<file path="config.mk">
export PLATFORM = sky130hd
export DESIGN_NAME = pipeline_controller
export DESIGN_NICKNAME = d
export VERILOG_FILES = /design/src/rtl/antares_pkg.sv /design/src/rtl/pipeline_controller_hazard_detect.sv /design/src/rtl/pipeline_controller.sv
export SDC_FILE = /design/constraint.sdc
export NUM_CORES = 1
export LEC_CHECK = 0
export BUFFER_PORTS_ARGS = -buffer_cell sky130_fd_sc_hd__buf_2
export CAP_MARGIN = 5
export CORE_MARGIN = 3
export CORE_UTILIZATION = 40
export CTS_BUF_LIST = sky130_fd_sc_hd__clkbuf_2 sky130_fd_sc_hd__clkbuf_4 sky130_fd_sc_hd__clkbuf_8
export DETAILED_ROUTE_END_ITERATION = 10
export GPL_ROUTABILITY_DRIVEN = 0
export PLACE_DENSITY = 0.69
export SYNTH_ARGS = -nofsm -noshare
export SYNTH_HDL_FRONTEND = slang
export SYNTH_HIERARCHICAL = 1
export SYNTH_SLANG_ARGS = --single-unit
</file>
<file path="constraint.sdc">
create_clock -name clk -period 2.1 [get_ports clk]
set_input_delay 0.42 -clock clk [delete_from_list [all_inputs] [get_ports clk]]
set_output_delay 0.42 -clock clk [all_outputs]
set_load 0.01 [all_outputs]
</file>
<file path="src/rtl/antares_pkg.sv">
// antares_pkg -- shared definitions for the Antares pipeline control logic.
//   * FSM state encoding of pipeline_controller (RUN=0, MEM_WAIT=1, MULDIV=2)
//   * default parameter values for pipeline_controller
//   * ctrl_t: bundle of the eight pipeline register controls
//   * ctrlRun(): the "advance normally" control setting
package antares_pkg;

  localparam logic [1:0] RUN      = 2'd0;
  localparam logic [1:0] MEM_WAIT = 2'd1;
  localparam logic [1:0] MULDIV   = 2'd2;

  localparam int MULDIV_CYCLES_DEF = 32;
  localparam int MEM_TIMEOUT_DEF   = 255;

  typedef struct packed {
    logic pcWrite;
    logic ifidWrite;
    logic idexWrite;
    logic exmemWrite;
    logic ifidFlush;
    logic idexFlush;
    logic exmemBubble;
    logic memwbBubble;
  } ctrl_t;

  // All stages advance, nothing is flushed or bubbled.
  function automatic ctrl_t ctrlRun();
    ctrl_t c;
    c             = '0;
    c.pcWrite     = 1'b1;
    c.ifidWrite   = 1'b1;
    c.idexWrite   = 1'b1;
    c.exmemWrite  = 1'b1;
    return c;
  endfunction

endpackage

</file>
<file path="src/rtl/pipeline_controller_hazard_detect.sv">
// hazard_detect -- purely combinational load-use comparator.
// Ports:
//   memReadEX  in  1  instruction in EX is a load
//   rtEX       in  5  destination register of that load
//   rsID, rtID in  5  source registers of the instruction in ID
//   loadUse    out 1  ID consumes the value the EX load has not yet produced
// Register 0 is hard-wired zero, so a load targeting it never creates a hazard.
module hazard_detect (
  input  logic       memReadEX,
  input  logic [4:0] rtEX,
  input  logic [4:0] rsID,
  input  logic [4:0] rtID,
  output logic       loadUse
);

  assign loadUse = memReadEX && (rtEX != 5'd0) && ((rtEX == rsID) || (rtEX == rtID));

endmodule

</file>
<file path="src/rtl/pipeline_controller.sv">
// pipeline_controller -- stall/flush controller of the five-stage pipeline.
// Optional feature: define ANTARES_MULDIV_EN to build the MULDIV state and its
// cycle counter; without it muldivStartEX is ignored and muldivBusy is 0.
// Parameters:
//   MULDIV_CYCLES  EX stall cycles of one multiply/divide
//   MEM_TIMEOUT    memory wait cycles after which memTimeout is raised
// Ports:
//   clk, rst_n                       clock, asynchronous active-low reset
//   rsID, rtID, rtEX, memReadEX      load-use hazard inputs
//   branchTakenID                    branch/jump taken in ID
//   memReqMEM, memReady              MEM stage access and its completion
//   muldivStartEX                    multiply/divide entering EX
//   pcWrite..exmemWrite              pipeline register enables
//   ifidFlush..memwbBubble           NOP injection into pipeline registers
//   muldivBusy                       FSM is in MULDIV
//   memTimeout                       sticky memory timeout error
//   dbgState                         current FSM state (antares_pkg encoding)
// All control outputs are Mealy: decoded from the state and the current inputs.
// There are no valid/ready handshakes here; every input is a level sampled
// each cycle.
module pipeline_controller
  import antares_pkg::*;
#(
  parameter int MULDIV_CYCLES = MULDIV_CYCLES_DEF,
  parameter int MEM_TIMEOUT   = MEM_TIMEOUT_DEF
) (
  input  logic       clk,
  input  logic       rst_n,
  input  logic [4:0] rsID,
  input  logic [4:0] rtID,
  input  logic [4:0] rtEX,
  input  logic       memReadEX,
  input  logic       branchTakenID,
  input  logic       memReqMEM,
  input  logic       memReady,
  input  logic       muldivStartEX,
  output logic       pcWrite,
  output logic       ifidWrite,
  output logic       idexWrite,
  output logic       exmemWrite,
  output logic       ifidFlush,
  output logic       idexFlush,
  output logic       exmemBubble,
  output logic       memwbBubble,
  output logic       muldivBusy,
  output logic       memTimeout,
  output logic [1:0] dbgState
);

  localparam int WC_W = $clog2(MEM_TIMEOUT + 1);
  localparam int MD_W = (MULDIV_CYCLES > 1) ? $clog2(MULDIV_CYCLES) : 1;

  logic [1:0]      state;
  logic [1:0]      nextState;
  logic [WC_W-1:0] waitCnt;
  logic            loadUse;
  logic            luStall;
  logic            luBubbled;
  logic            memStall;
  ctrl_t           ctrl;

  hazard_detect u_hazard (
    .memReadEX (memReadEX),
    .rtEX      (rtEX),
    .rsID      (rsID),
    .rtID      (rtID),
    .loadUse   (loadUse)
  );

  assign memStall = memReqMEM && !memReady;

  // luBubbled masks the hazard for one cycle after a bubble so a single
  // load-use occurrence never produces a second bubble.
  assign luStall  = (state == RUN) && !memStall && loadUse && !luBubbled;

`ifdef ANTARES_MULDIV_EN
  logic [MD_W-1:0] mdCnt;

  always_ff @(posedge clk or negedge rst_n) begin
    if (!rst_n) begin
      mdCnt <= '0;
    end else if (state == RUN && !memStall && muldivStartEX) begin
      mdCnt <= MD_W'(MULDIV_CYCLES - 1);
    end else if (state == MULDIV && !memStall && mdCnt != '0) begin
      mdCnt <= mdCnt - 1'b1;
    end
  end

  assign muldivBusy = (state == MULDIV);
`else
  wire             unusedMuldivStart = muldivStartEX;
  wire [MD_W-1:0]  unusedMdInit      = MD_W'(MULDIV_CYCLES - 1);
  assign muldivBusy = 1'b0;
`endif

  // Control decode; the memory stall overrides every other rule.
  always_comb begin
    ctrl = ctrlRun();
    if (memStall) begin
      ctrl             = '0;
      ctrl.memwbBubble = 1'b1;
    end else begin
      case (state)
        RUN: begin
          if (luStall) begin
            ctrl.pcWrite   = 1'b0;
            ctrl.ifidWrite = 1'b0;
            ctrl.idexFlush = 1'b1;
          end else if (branchTakenID) begin
            ctrl.ifidFlush = 1'b1;
          end
        end
`ifdef ANTARES_MULDIV_EN
        MULDIV: begin
          // EX/MEM receives bubbles for the whole operation; the front of the
          // pipe is released in the final (count 0) cycle.
          ctrl.exmemBubble = 1'b1;
          if (mdCnt != '0) begin
            ctrl.pcWrite   = 1'b0;
            ctrl.ifidWrite = 1'b0;
            ctrl.idexWrite = 1'b0;
          end
        end
`endif
        default: ;
      endcase
    end
    if (!rst_n) begin
      ctrl = '0;
    end
  end

  always_comb begin
    nextState = state;
    case (state)
      RUN: begin
        if (memStall) begin
          nextState = MEM_WAIT;
`ifdef ANTARES_MULDIV_EN
        end else if (muldivStartEX) begin
          nextState = MULDIV;
`endif
        end
      end
      MEM_WAIT: begin
        if (!memStall) begin
          nextState = RUN;
        end
      end
`ifdef ANTARES_MULDIV_EN
      MULDIV: begin
        if (!memStall && mdCnt == '0) begin
          nextState = RUN;
        end
      end
`endif
      default: nextState = RUN;
    endcase
  end

  always_ff @(posedge clk or negedge rst_n) begin
    if (!rst_n) begin
      state     <= RUN;
      luBubbled <= 1'b0;
    end else begin
      state     <= nextState;
      luBubbled <= luStall;
    end
  end

  // Counts consecutive stalled cycles; saturates so the counter never wraps.
  always_ff @(posedge clk or negedge rst_n) begin
    if (!rst_n) begin
      waitCnt    <= '0;
      memTimeout <= 1'b0;
    end else if (memStall) begin
      if (waitCnt != WC_W'(MEM_TIMEOUT)) begin
        waitCnt <= waitCnt + 1'b1;
      end
      if (waitCnt == WC_W'(MEM_TIMEOUT - 1)) begin
        memTimeout <= 1'b1;
      end
    end else begin
      waitCnt <= '0;
    end
  end

  assign pcWrite     = ctrl.pcWrite;
  assign ifidWrite   = ctrl.ifidWrite;
  assign idexWrite   = ctrl.idexWrite;
  assign exmemWrite  = ctrl.exmemWrite;
  assign ifidFlush   = ctrl.ifidFlush;
  assign idexFlush   = ctrl.idexFlush;
  assign exmemBubble = ctrl.exmemBubble;
  assign memwbBubble = ctrl.memwbBubble;
  assign dbgState    = state;

endmodule
</file>
# Yosys cells after proc, flatten, opt, wreduce, memory -nomap -nowiden

Cells that the tools add are included.

Register bits: 12
Input bits: 22
Output and inout bits: 12
Logic and storage cells: 43

Add/sub/neg operators: 1
Equality and inequality tests: 8
Muxes and demuxes: 16
Reductions and logical operators: 14

Operators with widths:

| kind                | count |
|---|---|
| $mux 8              | 3 |
| $mux 2              | 8 |
| $eq 5x5->1          | 2 |
| $add 8x1->8 const B | 1 |
| $eq 8x8->1 const B  | 1 |
| $ne 8x8->1 const B  | 1 |
| $logic_and 1x1->1   | 6 |
| $reduce_bool 5->1   | 1 |
| $mux 1              | 4 |
| $ne 2x2->1 const B  | 2 |
| $pmux 2 s2          | 1 |
| $reduce_and 2->1    | 2 |
| $logic_not 1->1     | 3 |
| $eq 2x1->1 const B  | 1 |
| $logic_not 2->1     | 1 |
| $ne 2x1->1 const B  | 1 |
| $logic_or 1x1->1    | 1 |

# Logic depth before layout (Yosys ltp)

Gate-level depths: netlist (run 1).

Depth in word-level cells: 10
Gate-level depth with buffers: 8
Gate-level depth less buffers: 7

# By module

Netlist (run 1), hierarchy kept.

By module, submodules not included:

| module              | times used | cells an instance | area each (sq um) | seq. area each (sq um) |
|---|---|---|---|---|
| pipeline_controller | 1          | 66                | 649.4             | 275.3 |
| hazard_detect       | 1          | 17                | 125.1             | 0.0 |

# Worst setup path before layout (run 1)

OpenSTA, ideal clock, no wires.

Path type: in2out
Start point: input rtEX[1]
End point: output ifidFlush
Arrival time: 1693 ps
Data required time: 1680 ps
Setup slack: -13 ps
Stages on the path: 6
Buffers on the path: 0
Cells stage by stage: or4_1 o21ai_1 a21oi_1 nand2_1 nor2_1 nor4b_1

Longest elaborated chain between the ends: 9
Elaborated cells on any way between the ends: 12

Ends and longest elaborated chain:

| element                                               | RTL line                                | RTL |
|---|---|---|
| from (decl)                                           | pipeline_controller.sv:31               | `input logic [4:0] rtEX,` |
| $eq 5x5->1 or $reduce_bool 5->1 (tied branches)       | pipeline_controller_hazard_detect.sv:16 | `assign loadUse = memReadEX && (rtEX != 5'd0) && ((rtEX == rsID) \|\| (rtEX == rtID));` |
| $logic_or 1x1->1 or $logic_and 1x1->1 (tied branches) | pipeline_controller_hazard_detect.sv:16 |  |
| $logic_and 1x1->1 *                                   | pipeline_controller_hazard_detect.sv:16 |  |
| via loadUse                                           | pipeline_controller.sv:56               | `logic loadUse;` |
| $logic_and 1x1->1 * (2 in series)                     | pipeline_controller.sv:74               | `assign luStall = (state == RUN) && !memStall && loadUse && !luBubbled;` |
| via luStall                                           | pipeline_controller.sv:57               | `logic luStall;` |
| $mux 1 *                                              | pipeline_controller.sv:105              | `if (luStall) begin` |
| $mux 2 *                                              | pipeline_controller.sv:103              | `case (state)` |
| $mux 2 *                                              | pipeline_controller.sv:99               | `if (memStall) begin` |
| $mux 8 *                                              | pipeline_controller.sv:128              | `if (!rst_n) begin` |
| to (decl)                                             | pipeline_controller.sv:41               | `output logic ifidFlush,` |

The timed path passes the listed nets; every way through them passes the cells marked *.

# Worst setup path after layout (run 1)

Ends and elaborated chain as after synthesis.

==> results of run 1 <==
cells in the mapped netlist (2+ instances only):
cell	instances
o21bai_1	2
dfrtp_1	11
a21oi_1	5
buf_4	5
and3_1	2
a31oi_1	2
ha_1	3
inv_1	4
nand3_1	6
nand2_1	6
nor3_1	4
xor2_1	7
nor4_1	2
xnor2_1	4
logic make-up (layout without fill, tap and decap cells):
family                   Yosys count  in the layout
AND/OR/NAND/NOR                   28             28
AO/OA/AOI/OAI                     18             18
XOR/XNOR                          11             11
flip-flops                        11             11
buffers and inverters             11             45
adder cells (fa/ha/maj)            3              3
other                              1              3
path summary, 6_finish.rpt:
check | cells past startpoint | to | slack [ns]
worst max-delay path | 8 | ifidFlush | -0.11
worst min-delay path | 2 | waitCnt[6] | 0.1
worst max register to register | 4 | waitCnt[5] | 0.71
worst min register to register | 1 | memTimeout | 0.46
max in group asynchronous | 2 | waitCnt[0] | 1.85
min in group clk | 3 | waitCnt[7] | 0.44
metrics by stage:
step	hold slack (ns)	instances	worst slack [ns]	TNS [ns]
after floorplan	0.124	85	0.00742	0
after CTS	0.100	144	-0.0922	-0.175
after global placement	0.394	140	-0.0797	-0.114
after global routing	0.0897	144	-0.183	-0.500
after detailed placement	0.390	140	-0.131	-0.193
final	0.0988	144	-0.108	-0.187
flip-flops by register name, indices dropped and copies added (netlist names):
signal and cells:
waitCnt 8, dbgState 1, luBubbled 1, memTimeout 1
metal layers:
| layer | vias to the layer above | GRT usage [%] | part of all wire (%) |
|---|---|---|---|
| met5 | - | 0 | 0 |
| li1 | 363 | - | - |
| met1 | 338 | 19.2 | 42 |
| met2 | 25 | 24.8 | 50 |
| met3 | 4 | 2.11 | 5.4 |
| met4 | 0 | 8.29 | 2.4 |
report_power, final:
part           internal (mW)  leakage (nW)  total [mW]  switching (mW)
Combinational         0.0761         0.336       0.152          0.0761
Clock                 0.0864        0.0184       0.158          0.0716
Sequential             0.225         0.150       0.247          0.0224
what timing repair did:
| action | in CTS | in global routing |
|---|---|---|
| pin swaps | 7 | 5 |
| endpoints found under the setup margin | 4 | 4 |
| gates resized for setup | 3 | 7 |
| gates cloned | 0 | 0 |
| setup buffers | 0 | 0 |
critical path, cell delays in order:
cell	delay, ns
buf_6	0.09
or4_4	0.53
o21ai_2	0.15
a21oi_2	0.05
nand2_2	0.09
nor2_4	0.05
nor4b_4	0.24
buf_2	0.17
cells in the final DEF (no fill, tap or decap), drive strengths merged, types with 3 or more instances in the layout:
cell type	instances
inv	5
xor2	7
nand3	6
buf	36
ha	3
clkbuf	4
nor3	4
nand2	6
conb	3
dfrtp	11
xnor2	4
a21oi	5
cell type report:
| type | instances | area share, % |
|---|---|---|
| sequential | 11 | 26.4 |
| multi-input combinational | 63 | 45.4 |
| inverter | 5 | 2.04 |
| clock buffer | 4 | 2.88 |
| timing repair buffer | 36 | 20.2 |
| tap | 25 | 3.00 |
==> results_dict.tcl, run 1 <==
set metrics [dict create \
    ios 34 \
    via_count 730 \
    crit_type "in2out" \
    hold_viol 0 \
    h-tree-depth 1 \
    path_max_fanout 3 \
    synth.top_cell.area_share_pct 35.5 \
    p_leak_nw 0.504 \
    grt-ovfl-total 0 \
    multi_input_area_um2 473 \
    clock_skew_ns 0.00124 \
    ys_ff_latch 11 \
    cts_hold_buf 0 \
    max_cap_violations 0 \
    synth-compound-area-share_pct 16.3 \
    hp-class "in2async" \
    min_period_over_period_pct 105 \
    yosys.cell_types.count 34 \
    drive_above_1_share_pct 42.9 \
    synthCells 83 \
    synth_top_area_cell "dfrtp_1" \
    violations "negative setup slack" \
    rsz0062_at_grt "yes" \
    port_buffers 29 \
    diodes 0 \
    wl_per_cell_um 12.1 \
    final_cell_area_um2 1040 \
    drc 0 \
    die_height_um 50 \
    nets 145 \
    r2r-start "waitCnt[1]" \
    seq_area_um2 275 \
    start_kind "primary input" \
    cts_num_sinks 11 \
    outcome "complete, but fails checks" \
    synthArstFlopShare_pct 100 \
    grt_pass1_vias 699 \
    ir_worst_vdd_uv 554 \
    fp.coreArea_um2 1780 \
    max_freq_mhz 453 \
    startpoint "rtEX[1]" \
    die-width_um 50 \
    finalCriticalPeriod_ns 2.21 \
    antenna_found_initial 0 \
    setup_viol 4 \
    ys.flop_type "dfrtp_1" \
    yosys-top-cells-area "dfrtp_1 (36%), xor2_1 (7.9%), buf_4 (4.8%), ha_1 (4.8%), xnor2_1 (4.5%)" \
    grt_max_degree 13 \
    cts_tree "yes" \
    grt_usage_pct 15.2 \
    synth_top_family_by_area "simple AND/OR/NAND/NOR gates" \
    cp.arrival_ns 1.79 \
    numCtsBuffers 3 \
    place_hpwl_um 1380 \
    rows 15 \
    dpl_cell_area_um2 968 \
    synth_adder_area_share_pct 4.85 \
    drtPass1Iterations 4 \
    grt_pass1_wl_um 2940 \
    critPathRequiredTime_ns 1.68 \
    clockRootBuffer "clkbuf_4" \
    yosys.area_share.simple_pct 21.3 \
    vias_per_cell 5.07 \
    synth_warnings 6 \
    fill_cells 172 \
    powerDensity_nw_per_um2 536 \
    yosys-mux-area-fraction_pct 0 \
    setup.worst_path.end_class "primary output" \
    syn_area_per_cell_um2 9.33 \
    synth_edf_count 0 \
    finalWorstSetupSlack_ns -0.108 \
    finish.utilization_pct 58.4 \
    drt-initial-drc-count 12 \
    path_clk_slew_ns 0.07 \
    start_util_pct 43.4 \
    finalMaxSlewViolations 0 \
    cts.path.max_buffers 2 \
    p_total_mw 0.558 \
    yosysSeqAreaShare_pct 35.5 \
    clock_latency_ns 0.26 \
    drtAntennaViolNets 0 \
    synth-xor-area-share_pct 12.4 \
    synth_area_um2 774 \
    dieArea_um2 2500 \
    area_growth_pct 34.4 \
    drt-total-wl_um 1740 \
]
(Power assumes the default switching activity.)
==> run 2, diff against run 1 <==
SETUP_SLACK_MARGIN = 0.05   (was default)
==> results_dict.tcl, run 2 (synthesis gave the netlist of run 1 again) <==
set metrics [dict create \
    outcome "complete, but fails checks" \
    violations "negative setup slack" \
    fp.coreArea_um2 1780 \
    grt-ovfl-total 0 \
    wl_per_cell_um 12.4 \
    cp.arrival_ns 1.71 \
    path_clk_slew_ns 0.08 \
    path_max_fanout 3 \
    hp-class "in2async" \
    die_height_um 50 \
    die-width_um 50 \
    ir_worst_vdd_uv 296 \
    place_hpwl_um 1360 \
    rsz0062_at_grt "yes" \
    numCtsBuffers 3 \
    dpl_cell_area_um2 965 \
    tns_ns -0.0288 \
    crit_type "in2out" \
    setup_viol 1 \
    max_stage_delay_ns 0.52 \
    port_buffers 29 \
    final_cell_mix "buf_2 (25), dfrtp_1 (11), xor2_1 (7)" \
    nets 144 \
    drt-initial-drc-count 22 \
    max_cap_violations 0 \
    placedCellCount 139 \
    clock_skew_ns 0.0125 \
    cts_tree "yes" \
    h-tree-depth 1 \
    critPathRequiredTime_ns 1.68 \
    cts_num_sinks 11 \
    crit_chain "buf_6, or4_4, o21ai_2, a21oi_2, nand2_2, nor2_4, nor4b_2, buf_2" \
    drive_above_1_share_pct 44.1 \
    area_growth_pct 36.3 \
    antenna_found_initial 0 \
    stdcell_count 143 \
    clock_latency_ns 0.27 \
    grt_pass1_vias 723 \
    hold_viol 0 \
    via_count 746 \
    powerDensity_nw_per_um2 528 \
    drt-total-wl_um 1780 \
    min_period_over_period_pct 101 \
    crit_buf_inv 2 \
    finalCriticalPeriod_ns 2.13 \
    dieArea_um2 2500 \
    clockRootBuffer "clkbuf_4" \
    crit_slowest_cell "or4_4" \
    setup.worst_path.end_class "primary output" \
    preCtsSetupSlack_ns -0.113 \
    diodes 0 \
    cts.path.max_buffers 2 \
    drc 0 \
    grt_pass1_wl_um 2880 \
    drtPass1Iterations 4 \
    p_leak_nw 0.500 \
    drtAntennaViolNets 0 \
    vias_per_cell 5.22 \
    layout.cells.most_common "buf_2" \
    largest_reg_flops 8 \
    ios 34 \
    grt_usage_pct 15.4 \
    finalMaxSlewViolations 0 \
    grt_max_degree 13 \
    start_kind "primary input" \
    max_freq_mhz 470 \
    rows 15 \
    final_cell_area_um2 1060 \
    finalWorstSetupSlack_ns -0.0288 \
    start_util_pct 43.4 \
    cts_setup_buffers 0 \
    path_delay_family "simple AND/OR/NAND/NOR gates" \
    top_register "waitCnt" \
]
run 2: cell types whose count changed in the layout (fill, tap and decap cells not counted), sizes merged:
cell,previous run,this run
buf,36,35
run 2: worst reg2reg max path, delay by kind of cell, from the launching register on:
family                   cells  cell delay (ns)
AO/OA/AOI/OAI                2             0.38
adder cells (fa/ha/maj)      1             0.26
flip-flops                   1             0.42
AND/OR/NAND/NOR              1             0.25
run 2: worst paths after layout:
| path | startpoint | end | slack (ns) | cells after the start |
|---|---|---|---|---|
| max | rtEX[1] | ifidFlush | -0.03 | 8 |
| min | rst_n | memTimeout | 0.07 | 2 |
| max reg2reg | waitCnt[0] | waitCnt[5] | 0.67 | 4 |
| min reg2reg | memTimeout | memTimeout | 0.47 | 1 |
| max in group asynchronous | rst_n | waitCnt[4] | 1.86 | 2 |
| min in group clk | memReady | waitCnt[7] | 0.44 | 3 |
run 2: final cells by class:
cell class | instances | area [um^2]
fillers | 161 | 727
multi-input cells | 63 | 483
flip-flops and latches | 11 | 275
repair buffers | 35 | 215
well taps | 25 | 31.3
clock buffers | 4 | 30.0
inverters | 5 | 21.3
run 2: repair_timing:
action | CTS | global route
hold buffers | 0 | 0
resized for setup | 2 | 13
setup endpoints to repair | 4 | 4
pin swaps | 5 | 8
run 2: per-layer routing:
metal | GRT usage (%) | share of wire (%) | up-vias
li1 | - | - | 363
met1 | 15.6 | 37 | 352
met2 | 28.3 | 58 | 29
met3 | 3.02 | 4.4 | 2
met4 | 9.68 | 1.2 | 0
met5 | 0 | 0 | -
run 2: per-stage QoR:
step / utilization, % / hold WS [ns] / power, mW
after floorplan: - / 0.124 / 0.330
after CTS: 56.3 / 0.0822 / 0.548
after global placement: 54.1 / 0.368 / 0.387
after global routing: 59.2 / 0.0865 / 0.590
after detailed placement: 54.1 / 0.375 / 0.389
final: 59.2 / 0.0733 / 0.558
run 2: power by group:
part,total [mW],leakage [nW],internal [mW],switching [mW]
combinational,0.152,0.331,0.0750,0.0766
clock,0.157,0.0184,0.0864,0.0707
sequential,0.249,0.150,0.225,0.0243
